===== src/rtl/sweep_scheduler_pkg.sv =====
// sweep_scheduler_pkg: shared state/direction encodings and default widths for the sweep scheduler
package sweep_scheduler_pkg;
   typedef enum logic [1:0] {IDLE, SEEK, MEASURE, RUN} state_t;
   typedef enum logic {RISE = 1'b0, FALL = 1'b1} dir_t;
   localparam int DEF_CH_WIDTH = 10;
   localparam int DEF_PERIOD_WIDTH = 24;
endpackage


===== src/rtl/sweep_scheduler_if.sv =====
// sweep_scheduler_if: run/direction inputs and channel/status outputs of the sweep scheduler
interface sweep_scheduler_if #(
   parameter int CH_WIDTH = sweep_scheduler_pkg::DEF_CH_WIDTH,
   parameter int PERIOD_WIDTH = sweep_scheduler_pkg::DEF_PERIOD_WIDTH
);
   logic enable;
   logic rising;
   logic falling;
   logic [CH_WIDTH-1:0] channel;
   logic ch_valid;
   logic locked;
   logic [PERIOD_WIDTH-1:0] half_period;
   logic [31:0] sweep_cnt;
   logic err;
   modport master (output enable, rising, falling, input channel, ch_valid, locked, half_period, sweep_cnt, err);
   modport slave (input enable, rising, falling, output channel, ch_valid, locked, half_period, sweep_cnt, err);
endinterface


===== src/rtl/sweep_scheduler_dir_debounce.sv =====
// sweep_scheduler_dir_debounce: decodes raw direction, debounces it and pulses on each accepted turnaround
module sweep_scheduler_dir_debounce import sweep_scheduler_pkg::*; #(
   parameter int DEBOUNCE = 4
) (
   input  logic slow_clk,
   input  logic rst,
   input  logic rising,
   input  logic falling,
   output dir_t dir,
   output logic turn
);
   localparam int CW = $clog2(DEBOUNCE) + 1;
   dir_t raw, raw_q;
   logic [CW-1:0] cnt;
   // ambiguous flag combinations keep the last raw direction
   always_comb raw = (rising & ~falling) ? RISE : (falling & ~rising) ? FALL : raw_q;
   // accept a new direction after DEBOUNCE consecutive cycles of it, pulsing turn once
   always_ff @(posedge slow_clk or negedge rst)
      if (!rst) begin
         raw_q <= RISE;
         dir <= RISE;
         cnt <= '0;
         turn <= 1'b0;
      end else begin
         raw_q <= raw;
         turn <= 1'b0;
         if (raw == dir) cnt <= '0;
         else if (cnt == CW'(DEBOUNCE - 1)) begin
            dir <= raw;
            cnt <= '0;
            turn <= 1'b1;
         end else cnt <= cnt + 1'b1;
      end
endmodule


===== src/rtl/sweep_scheduler.sv =====
// sweep_scheduler: locks onto the drive sweep and slices each half into N_CHANNELS time bins; SWEEP_SCHEDULER_TIMEOUT_EN adds a lost-sweep watchdog
module sweep_scheduler import sweep_scheduler_pkg::*; #(
   parameter int N_CHANNELS = 512,
   parameter int CH_WIDTH = DEF_CH_WIDTH,
   parameter int PERIOD_WIDTH = DEF_PERIOD_WIDTH,
   parameter int DEBOUNCE = 4,
   parameter int MIN_HALF = 1024
) (
   input logic slow_clk,
   input logic rst,
   sweep_scheduler_if.slave bus
);
   localparam int IW = $clog2(N_CHANNELS);
   localparam int PW1 = PERIOD_WIDTH + 1;
   localparam logic [PERIOD_WIDTH:0] MIN_W = PW1'(MIN_HALF);
   localparam logic [PERIOD_WIDTH:0] N_W = PW1'(N_CHANNELS);
   state_t state, state_n;
   dir_t dir, phase, phase_n;
   logic turn, sat, wd, adv, err, err_n, valid, valid_n;
   logic [PERIOD_WIDTH:0] acc, acc_n, sum, elapsed;
   logic [IW-1:0] idx, idx_n;
   logic [PERIOD_WIDTH-1:0] cnt, cnt_n, hp, hp_n;
   logic [31:0] sweep, sweep_n;
   logic [CH_WIDTH-1:0] channel, ch_n;
   sweep_scheduler_dir_debounce #(.DEBOUNCE(DEBOUNCE)) u_deb (
      .slow_clk(slow_clk),
      .rst(rst),
      .rising(bus.rising),
      .falling(bus.falling),
      .dir(dir),
      .turn(turn)
   );
   assign sum = acc + N_W;
   assign adv = sum >= {1'b0, hp};
   assign elapsed = {1'b0, cnt} + 1'b1;
   assign sat = &cnt;
`ifdef SWEEP_SCHEDULER_TIMEOUT_EN
   assign wd = elapsed >= {hp, 1'b0};
`else
   assign wd = 1'b0;
`endif
   // next-state: lock sequencing, period measurement, bin advance and fault handling
   always_comb begin
      state_n = state;
      acc_n = acc;
      idx_n = idx;
      phase_n = phase;
      cnt_n = sat ? cnt : cnt + 1'b1;
      hp_n = hp;
      sweep_n = sweep;
      err_n = err;
      valid_n = 1'b0;
      case (state)
         IDLE: state_n = SEEK;
         SEEK: begin
            cnt_n = '0;
            state_n = turn ? MEASURE : SEEK;
         end
         MEASURE, RUN: begin
            if (sat || (turn && elapsed < MIN_W) || (state == RUN && wd && !turn)) begin
               err_n = 1'b1;
               state_n = SEEK;
            end else if (turn) begin
               state_n = RUN;
               cnt_n = '0;
               hp_n = elapsed[PERIOD_WIDTH-1:0];
               acc_n = '0;
               idx_n = '0;
               phase_n = dir;
               valid_n = 1'b1;
               if (state == RUN && dir == RISE) sweep_n = sweep + 1'b1;
            end else if (state == RUN) begin
               acc_n = adv ? sum - {1'b0, hp} : sum;
               idx_n = (adv && !(&idx)) ? idx + 1'b1 : idx;
               valid_n = adv && !(&idx);
            end
         end
         default: state_n = IDLE;
      endcase
      if (!bus.enable) begin
         state_n = IDLE;
         acc_n = '0;
         idx_n = '0;
         phase_n = RISE;
         cnt_n = '0;
         hp_n = '0;
         sweep_n = '0;
         err_n = 1'b0;
         valid_n = 1'b0;
      end
      ch_n = (state_n == RUN) ? CH_WIDTH'({phase_n, idx_n}) : '0;
   end
   // state and datapath registers
   always_ff @(posedge slow_clk or negedge rst)
      if (!rst) begin
         state <= IDLE;
         acc <= '0;
         idx <= '0;
         phase <= RISE;
         cnt <= '0;
         hp <= '0;
         sweep <= '0;
         err <= 1'b0;
         valid <= 1'b0;
         channel <= '0;
      end else begin
         state <= state_n;
         acc <= acc_n;
         idx <= idx_n;
         phase <= phase_n;
         cnt <= cnt_n;
         hp <= hp_n;
         sweep <= sweep_n;
         err <= err_n;
         valid <= valid_n;
         channel <= ch_n;
      end
   assign bus.channel = channel;
   assign bus.ch_valid = valid;
   assign bus.locked = state == RUN;
   assign bus.half_period = hp;
   assign bus.sweep_cnt = sweep;
   assign bus.err = err;
endmodule


===== src/flat_wrapper.sv =====
// flat-port wrapper written by rule: the top's interface ports become plain ports
module sweep_scheduler_flat import sweep_scheduler_pkg::*;
#(
   parameter int N_CHANNELS = 512,
   parameter int CH_WIDTH = DEF_CH_WIDTH,
   parameter int PERIOD_WIDTH = DEF_PERIOD_WIDTH,
   parameter int DEBOUNCE = 4,
   parameter int MIN_HALF = 1024
)
  (slow_clk, rst, bus_enable, bus_rising, bus_falling, bus_channel, bus_ch_valid, bus_locked, bus_half_period, bus_sweep_cnt, bus_err);
  sweep_scheduler_if #(.CH_WIDTH(CH_WIDTH), .PERIOD_WIDTH(PERIOD_WIDTH)) bus_i ();
  input logic slow_clk;
  input logic rst;
  input wire logic [$bits(bus_i.enable)-1:0] bus_enable;
  input wire logic [$bits(bus_i.rising)-1:0] bus_rising;
  input wire logic [$bits(bus_i.falling)-1:0] bus_falling;
  output wire logic [$bits(bus_i.channel)-1:0] bus_channel;
  output wire logic [$bits(bus_i.ch_valid)-1:0] bus_ch_valid;
  output wire logic [$bits(bus_i.locked)-1:0] bus_locked;
  output wire logic [$bits(bus_i.half_period)-1:0] bus_half_period;
  output wire logic [$bits(bus_i.sweep_cnt)-1:0] bus_sweep_cnt;
  output wire logic [$bits(bus_i.err)-1:0] bus_err;
  assign bus_i.enable = bus_enable;
  assign bus_i.rising = bus_rising;
  assign bus_i.falling = bus_falling;
  assign bus_channel = bus_i.channel;
  assign bus_ch_valid = bus_i.ch_valid;
  assign bus_locked = bus_i.locked;
  assign bus_half_period = bus_i.half_period;
  assign bus_sweep_cnt = bus_i.sweep_cnt;
  assign bus_err = bus_i.err;
  sweep_scheduler #(.N_CHANNELS(N_CHANNELS), .CH_WIDTH(CH_WIDTH), .PERIOD_WIDTH(PERIOD_WIDTH), .DEBOUNCE(DEBOUNCE), .MIN_HALF(MIN_HALF)) u_core (.slow_clk(slow_clk), .rst(rst), .bus(bus_i));
endmodule

===== config.mk =====
export PLATFORM = sky130hd
export DESIGN_NAME = sweep_scheduler_flat
export DESIGN_NICKNAME = d
export VERILOG_FILES = /design/src/rtl/sweep_scheduler_pkg.sv /design/src/rtl/sweep_scheduler_if.sv /design/src/rtl/sweep_scheduler_dir_debounce.sv /design/src/rtl/sweep_scheduler.sv /design/src/flat_wrapper.sv
export SDC_FILE = /design/constraint.sdc
export NUM_CORES = 1
export LEC_CHECK = 0
export CORE_MARGIN = 2
export CORE_UTILIZATION = 35
export DETAILED_ROUTE_END_ITERATION = 10
export GPL_ROUTABILITY_DRIVEN = 0
export PLACE_DENSITY = 0.65
export SETUP_SLACK_MARGIN = 0.02
export SLEW_MARGIN = 10
export SYNTH_ARGS = -nofsm -noshare
export SYNTH_HDL_FRONTEND = slang
export SYNTH_SLANG_ARGS = --single-unit

===== constraint.sdc =====
create_clock -name slow_clk -period 3.8 [get_ports slow_clk]
set_clock_uncertainty 0.2 [all_clocks]
set_input_delay 0.76 -clock slow_clk [delete_from_list [all_inputs] [get_ports slow_clk]]
set_output_delay 0.76 -clock slow_clk [all_outputs]
set_load 0.02 [all_outputs]

=== After elaboration in Yosys (flattened, before gate mapping) ===
Cells that the tools add are included.

* Flip-flop bits (word level): 135
* Memories: 0
* Word-level logic and storage cells: 105
* Output and inout bits: 69
* Latch bits: 0
* Bits in writable memories: 0
* Bits in read-only memories: 0

* Multiply operators: 0
* Add/subtract/negate cells: 7
* Reduce and logical (&&, ||, !) cells: 14
* Multiplexer cells: 50
* Div/mod/pow operators: 0
* $lt $le $gt $ge: 2
* Equality and inequality tests: 12
* Shift operators: 0
* Bitwise logic cells: 6

{| class="wikitable"
|+ Operator list
! operator !! count
|-
| $mux W24 || 8
|-
| $mux W32 || 5
|-
| $mux W25 || 6
|-
| $mux W9 || 6
|-
| $pmux W24 S2 || 1
|-
| $add A32 B1 Y32 const B || 1
|-
| $add A24 B1 Y25 const B || 1
|-
| $add A25 B10 Y25 const B || 1
|-
| $ge A25 B24 Y1 || 1
|-
| $lt A25 B11 Y1 const B || 1
|-
| $sub A25 B24 Y25 || 1
|-
| $add A24 B1 Y24 const B || 1
|-
| $reduce_and A24 Y1 || 1
|-
| $mux W1 || 16
|-
| $mux W10 || 1
|-
| $add A9 B1 Y9 const B || 1
|-
| $reduce_and A9 Y1 || 1
|-
| $mux W2 || 4
|-
| $ne A2 B1 Y1 const B || 4
|-
| $eq A2 B2 Y1 const B || 3
|-
| $mux W3 || 2
|-
| $pmux W2 S3 || 1
|-
| $reduce_and A3 Y1 || 2
|-
| $not A1 Y1 || 4
|-
| 14 further kinds || 18
|}

=== Logic depth before layout (Yosys ltp) ===
* Depth in word-level cells: 10
* Mapped depth: 16

=== Modules after synthesis ===
From an unflattened synthesis, not the netlist that was laid out.

* Cells, all modules: 876
* Area total of the unflattened synthesis: 8,109.0 sq um

{| class="wikitable"
|+ By module, submodules not included
! module !! area each (sq um) !! times used !! seq. area each (sq um) !! cells an instance
|-
| sweep_scheduler || 7,813.7 || 1 || 3,228.1 || 854
|-
| sweep_scheduler_dir_debounce || 295.3 || 1 || 150.1 || 22
|}

=== Worst setup path after synthesis ===
Ideal clock, no wire load.

* Path type: register -> register
* Start: reg u_core.acc[11]
* End: reg u_core.acc[8]
* Setup time: 0.121 ns
* Required time: 3.479 ns
* Data arrival time: 3.263 ns
* Stages on the path, launching flop included: 16
* Period minus slack after synthesis: 3.584 ns
* Path buffers: 1
* Path slack: 0.216 ns
* Cells stage by stage: dfrtp_1 nand3_1 nor2_1 and3_1 and3_1 xor2_1 ha_1 a21oi_1 nor2_1 a211oi_1 nand2b_1 a211oi_1 a21o_1 clkbuf_1 nor2_1 a22o_1

* Cells in the longest elaborated chain, start to end: 8

{| class="wikitable"
|+ RTL lines
! what !! RTL line !! source
|-
| start: declaration || sweep_scheduler.sv:20 || <nowiki>logic [PERIOD_WIDTH:0] acc, acc_n, sum, elapsed;</nowiki>
|-
| start signal: assignment || sweep_scheduler.sv:108 || <nowiki>acc <= acc_n;</nowiki>
|-
| $add A25 B10 Y25 || sweep_scheduler.sv:33 || <nowiki>assign sum = acc + N_W;</nowiki>
|-
| $ge A25 B24 Y1 || sweep_scheduler.sv:34 || <nowiki>assign adv = sum >= {1'b0, hp};</nowiki>
|-
| $mux W25 || sweep_scheduler.sv:73 || <nowiki>acc_n = adv ? sum - {1'b0, hp} : sum;</nowiki>
|-
| $mux W25 || sweep_scheduler.sv:72 || <nowiki>end else if (state == RUN) begin</nowiki>
|-
| $mux W25 || sweep_scheduler.sv:63 || <nowiki>end else if (turn) begin</nowiki>
|-
| $mux W25 || sweep_scheduler.sv:60 || <nowiki>if (sat || (turn && elapsed < MIN_W) || (state == RUN && wd && !turn)) begin</nowiki>
|-
| $mux W25 || sweep_scheduler.sv:53 || <nowiki>case (state)</nowiki>
|-
| $mux W25 || sweep_scheduler.sv:80 || <nowiki>if (!bus.enable) begin</nowiki>
|}

Every way passes these cells. The select of a mux whose other input is x is not followed.
A chain may end at the register's enable or synchronous reset.

=== Worst setup path after layout ===
* Start: reg u_core.acc[12]
* End: reg u_core.acc[12]

* Cells in the longest elaborated chain, start to end: 8
* Elaborated cells between the ends (all ways): 9

{| class="wikitable"
|+ RTL lines
! what !! RTL line
|-
| $add A25 B10 Y25 (*) || sweep_scheduler.sv:33
|-
| $sub A25 B24 Y25 / $ge A25 B24 Y1 (equally long branches) || sweep_scheduler.sv:73, sweep_scheduler.sv:34
|-
| $mux W25 (*) || sweep_scheduler.sv:73
|-
| $mux W25 (*) || sweep_scheduler.sv:72
|-
| $mux W25 (*) || sweep_scheduler.sv:63
|-
| $mux W25 (*) || sweep_scheduler.sv:60
|-
| $mux W25 (*) || sweep_scheduler.sv:53
|-
| $mux W25 (*) || sweep_scheduler.sv:80
|}

Mark *: on every way between the ends. The rest lies on a longest branch, timed or not. The select of a mux whose other input is x is not followed.

==> results by group <==
Run status
  • Outcome: complete, no violations

Worst setup path
  • Critical path type: reg -> reg
  • WP data required: 3.88 ns
  • CP Cell Sequence: nand3_1 -> nor2_2 -> and3_2 -> and3_1 -> xor2_1 -> ha_1 -> a21oi_1 -> nor2_1 -> a211oi_2 -> buf_4 -> o31ai_2 -> nor3_2 -> a21o_2 -> buf_6 -> nor2_1 -> a21oi_1 -> o21ai_0
  • CP startpoint kind: flip-flop
  • Crit-path max FO: 14
  • Crit-path slowest cell: dfrtp_1
  • Setup crit end kind: flip-flop
  • Critical path arrival: 3.73 ns
  • Slowest stage delay, CP: 0.41 ns

Global route
  • Met1 Resource Use GR: 24.21%
  • Largest net degree at the start of global routing: 96
  • Met2 Resource Use GR: 26.99%
  • Met3 usage: 3.036%
  • GRT overflow: 0
  • GRT Resource Usage Total: 17.49%
  • Vias in the first global route: 6503
  • Global-route wire length before repair: 33990 um
  • Busiest grt layer: met2
  • Initial antenna violation count: 0

Synth
  • Post-synthesis cell count: 865
  • Number of synthesized flops with an enable pin: 0
  • Synth Cell Area: 8030 um2
  • Syn Nets: 901
  • Share of flip-flops with an asynchronous set or reset: 100.0%
  • Post-synth top area share: 42.07%
  • Post-synthesis sequential area ratio: 42.07%
  • Ys Warns: 0
  • Synth Register Bits: 135
  • Primary FF master, synth: dfrtp_1
  • Ranking of synthesized cells by area: dfrtp_1 (42%), xnor2_1 (5.7%), nor2_1 (4.8%), ha_1 (4.7%), xor2_1 (3.9%)
  • Distinct cells, synth: 72
  • Leading area contributor after synthesis: dfrtp_1
  • Avg Synthesized Cell Area: 9.283 um2

Timing
  • Period minus WS final: 3.645 ns
  • Tightest Pin Transition: 0.8955 ns
  • Worst setup margin: 0.1553 ns
  • Slew headroom: 40.30%
  • Endpoints failing setup: 0
  • Final Hold Viols: 0
  • Fin crit share: 95.91%
  • Fin Hold WS: 0.2072 ns
  • Fmax: 274.4 MHz
  • Total Neg Setup Slack: 0 ns
  • Max-slew violation count: 0

Cells and area
  • Layout Nets: 989
  • Layout fillers: 2144
  • N_diodes: 0
  • Ratio of cells with drive above 1 in the final layout: 10.56%
  • Layout Area Growth over Synthesis: 23.26%
  • Final std cells w/o fill: 1251
  • Final Instance Area: 9898 um2
  • Final Core Density: 43.85%

Pwr
  • Pwr Total: 3.596 mW
  • Power per cell area: 363.3 nW/um2
  • Lkg Pwr: 4.172 nW
  • Max IR drop VDD: 0.2735 mV

CTS
  • Hold_buf cts: 0
  • Max Root-Sink Buffers: 2
  • CTS H-tree lvls: 4
  • Clock transition at the registers of the reported paths: 0.06 ns
  • Clock latency on the worst-skew pair: 0.42 ns
  • Total CTS buffers: 17
  • Clock root cell: clkbuf_16
  • Clock sink count: 135
  • CTS tree: done

Detailed routing
  • DR WL/cell: 16.53 um
  • Vias: 6814
  • Initial detailed-routing violation count: 513
  • Via/cell ratio: 5.447
  • DRC viols: 0
  • Drt total wl: 20680 um
  • 1st-pass router iterations: 5
  • Antenna Nets Post-Route: 0

Place
  • Placed Instances: 1213
  • IO buf count: 73
  • Placed Area: 9151 um2
  • Dpl hpwl: 14900 um
  • Place WS: -0.09798 ns

Floorplanning
  • Die Wd: 155.5 um
  • Rows: 55
  • Ports: 74
  • Die height: 155.5 um
  • Core Area: 22570 um2
  • Die area: 24170 um2
  • Initial Utilization: 35.58%

Job
  • MaxCap Viol Count: 0

Min path
  • HP Class: in -> async
final timing paths:
check	slack [ns]	cells after the start	from	to
worst max-delay path	0.16	17	u_core.acc[12]	u_core.acc[12]
worst min-delay path	0.21	1	rst	u_core.bus.half_period[2]
worst max register to register	0.16	17	u_core.acc[12]	u_core.acc[12]
worst min register to register	0.25	1	u_core.u_deb.cnt[0]	u_core.u_deb.cnt[0]
max in group asynchronous	2.49	2	rst	u_core.bus.half_period[22]
min in group slow_clk	0.25	1	u_core.u_deb.cnt[0]	u_core.u_deb.cnt[0]
power breakdown:
part	switching [mW]	total, mW	leakage (nW)	internal (mW)
Combinational	0.211	0.339	1.98	0.128
Clock	0.676	1.76	0.313	1.09
Sequential	0.0302	1.49	1.87	1.46
Total	0.917	3.60	4.17	2.68
what timing repair did:
| action | 4_1_cts | 5_1_grt |
|---|---|---|
| endpoints found under the setup margin | 16 | 42 |
| pin swaps | 0 | 8 |
| cloned | 0 | 1 |
| gates resized for setup | 3 | 16 |
| buffers inserted | 0 | 5 |
| endpoints found under the hold margin | 0 | 0 |
state kept, by name, summed over array words and instances (netlist names), 2 cells and up:
| register | flops |
|---|---|
| u_core.u_deb.cnt | 3 |
| u_core.idx | 9 |
| u_core.bus.channel | 10 |
| u_core.acc | 25 |
| u_core.bus.sweep_cnt | 32 |
| u_core.bus.half_period | 24 |
| u_core.state | 2 |
| u_core.cnt | 24 |
area by class of cell:
type	count	area [um2]	share of cell area, %
clock inverter	13	185.2	1.871
clock buffer	19	452.9	4.576
tap	285	356.6	3.603
multi-input combinational	658	4412	44.57
sequential	135	3379	34.14
timing repair buffer	102	965.9	9.759
inverter	39	146.4	1.479
logic make-up (layout without fill, tap and decap cells):
family	Yosys count	after routing	share of synthesized area [%]
AND/OR/NAND/NOR	336	336	22.14
AO/OA/AOI/OAI	188	189	15.66
flip-flops	135	135	42.07
XOR/XNOR	88	88	9.598
buffers and inverters	73	173	3.817
adder cells (fa/ha/maj)	32	32	5.048
multiplexers	13	13	1.667
metal layers:
metal	routed length, um	share of wire [%]
met1	9604	46
met2	9520	46
met3	947	4.6
met4	606	2.9
met5	0	0
cells in the mapped netlist (29+ instances only):
cell type and instances:
a21oi_1 52, dfrtp_1 135, nor2_1 103, a211oi_1 30, nand3_1 38, nand2_1 55, o21ai_0 33, xor2_1 36
inv_1 38, ha_1 30, xnor2_1 52, nor3_1 29
critical path: cells and delay by family (launching register included):
kind | cells | cell delay (ns)
AO/OA/AOI/OAI | 6 | 0.98
XOR/XNOR | 1 | 0.20
adder cells (fa/ha/maj) | 1 | 0.29
buffers and inverters | 2 | 0.35
flip-flops | 1 | 0.41
AND/OR/NAND/NOR | 7 | 1.08
cells in the final DEF, fill, tap and decap left out, types with 32 or more instances in the layout:
| master | count |
|---|---|
| a21oi_1 | 51 |
| clkdlybuf4s50_1 | 72 |
| dfrtp_1 | 134 |
| inv_1 | 38 |
| nand2_1 | 55 |
| nand3_1 | 38 |
| nor2_1 | 101 |
| o21ai_0 | 32 |
| xnor2_1 | 52 |
| xor2_1 | 36 |
Power figures use the tool's default switching activity.
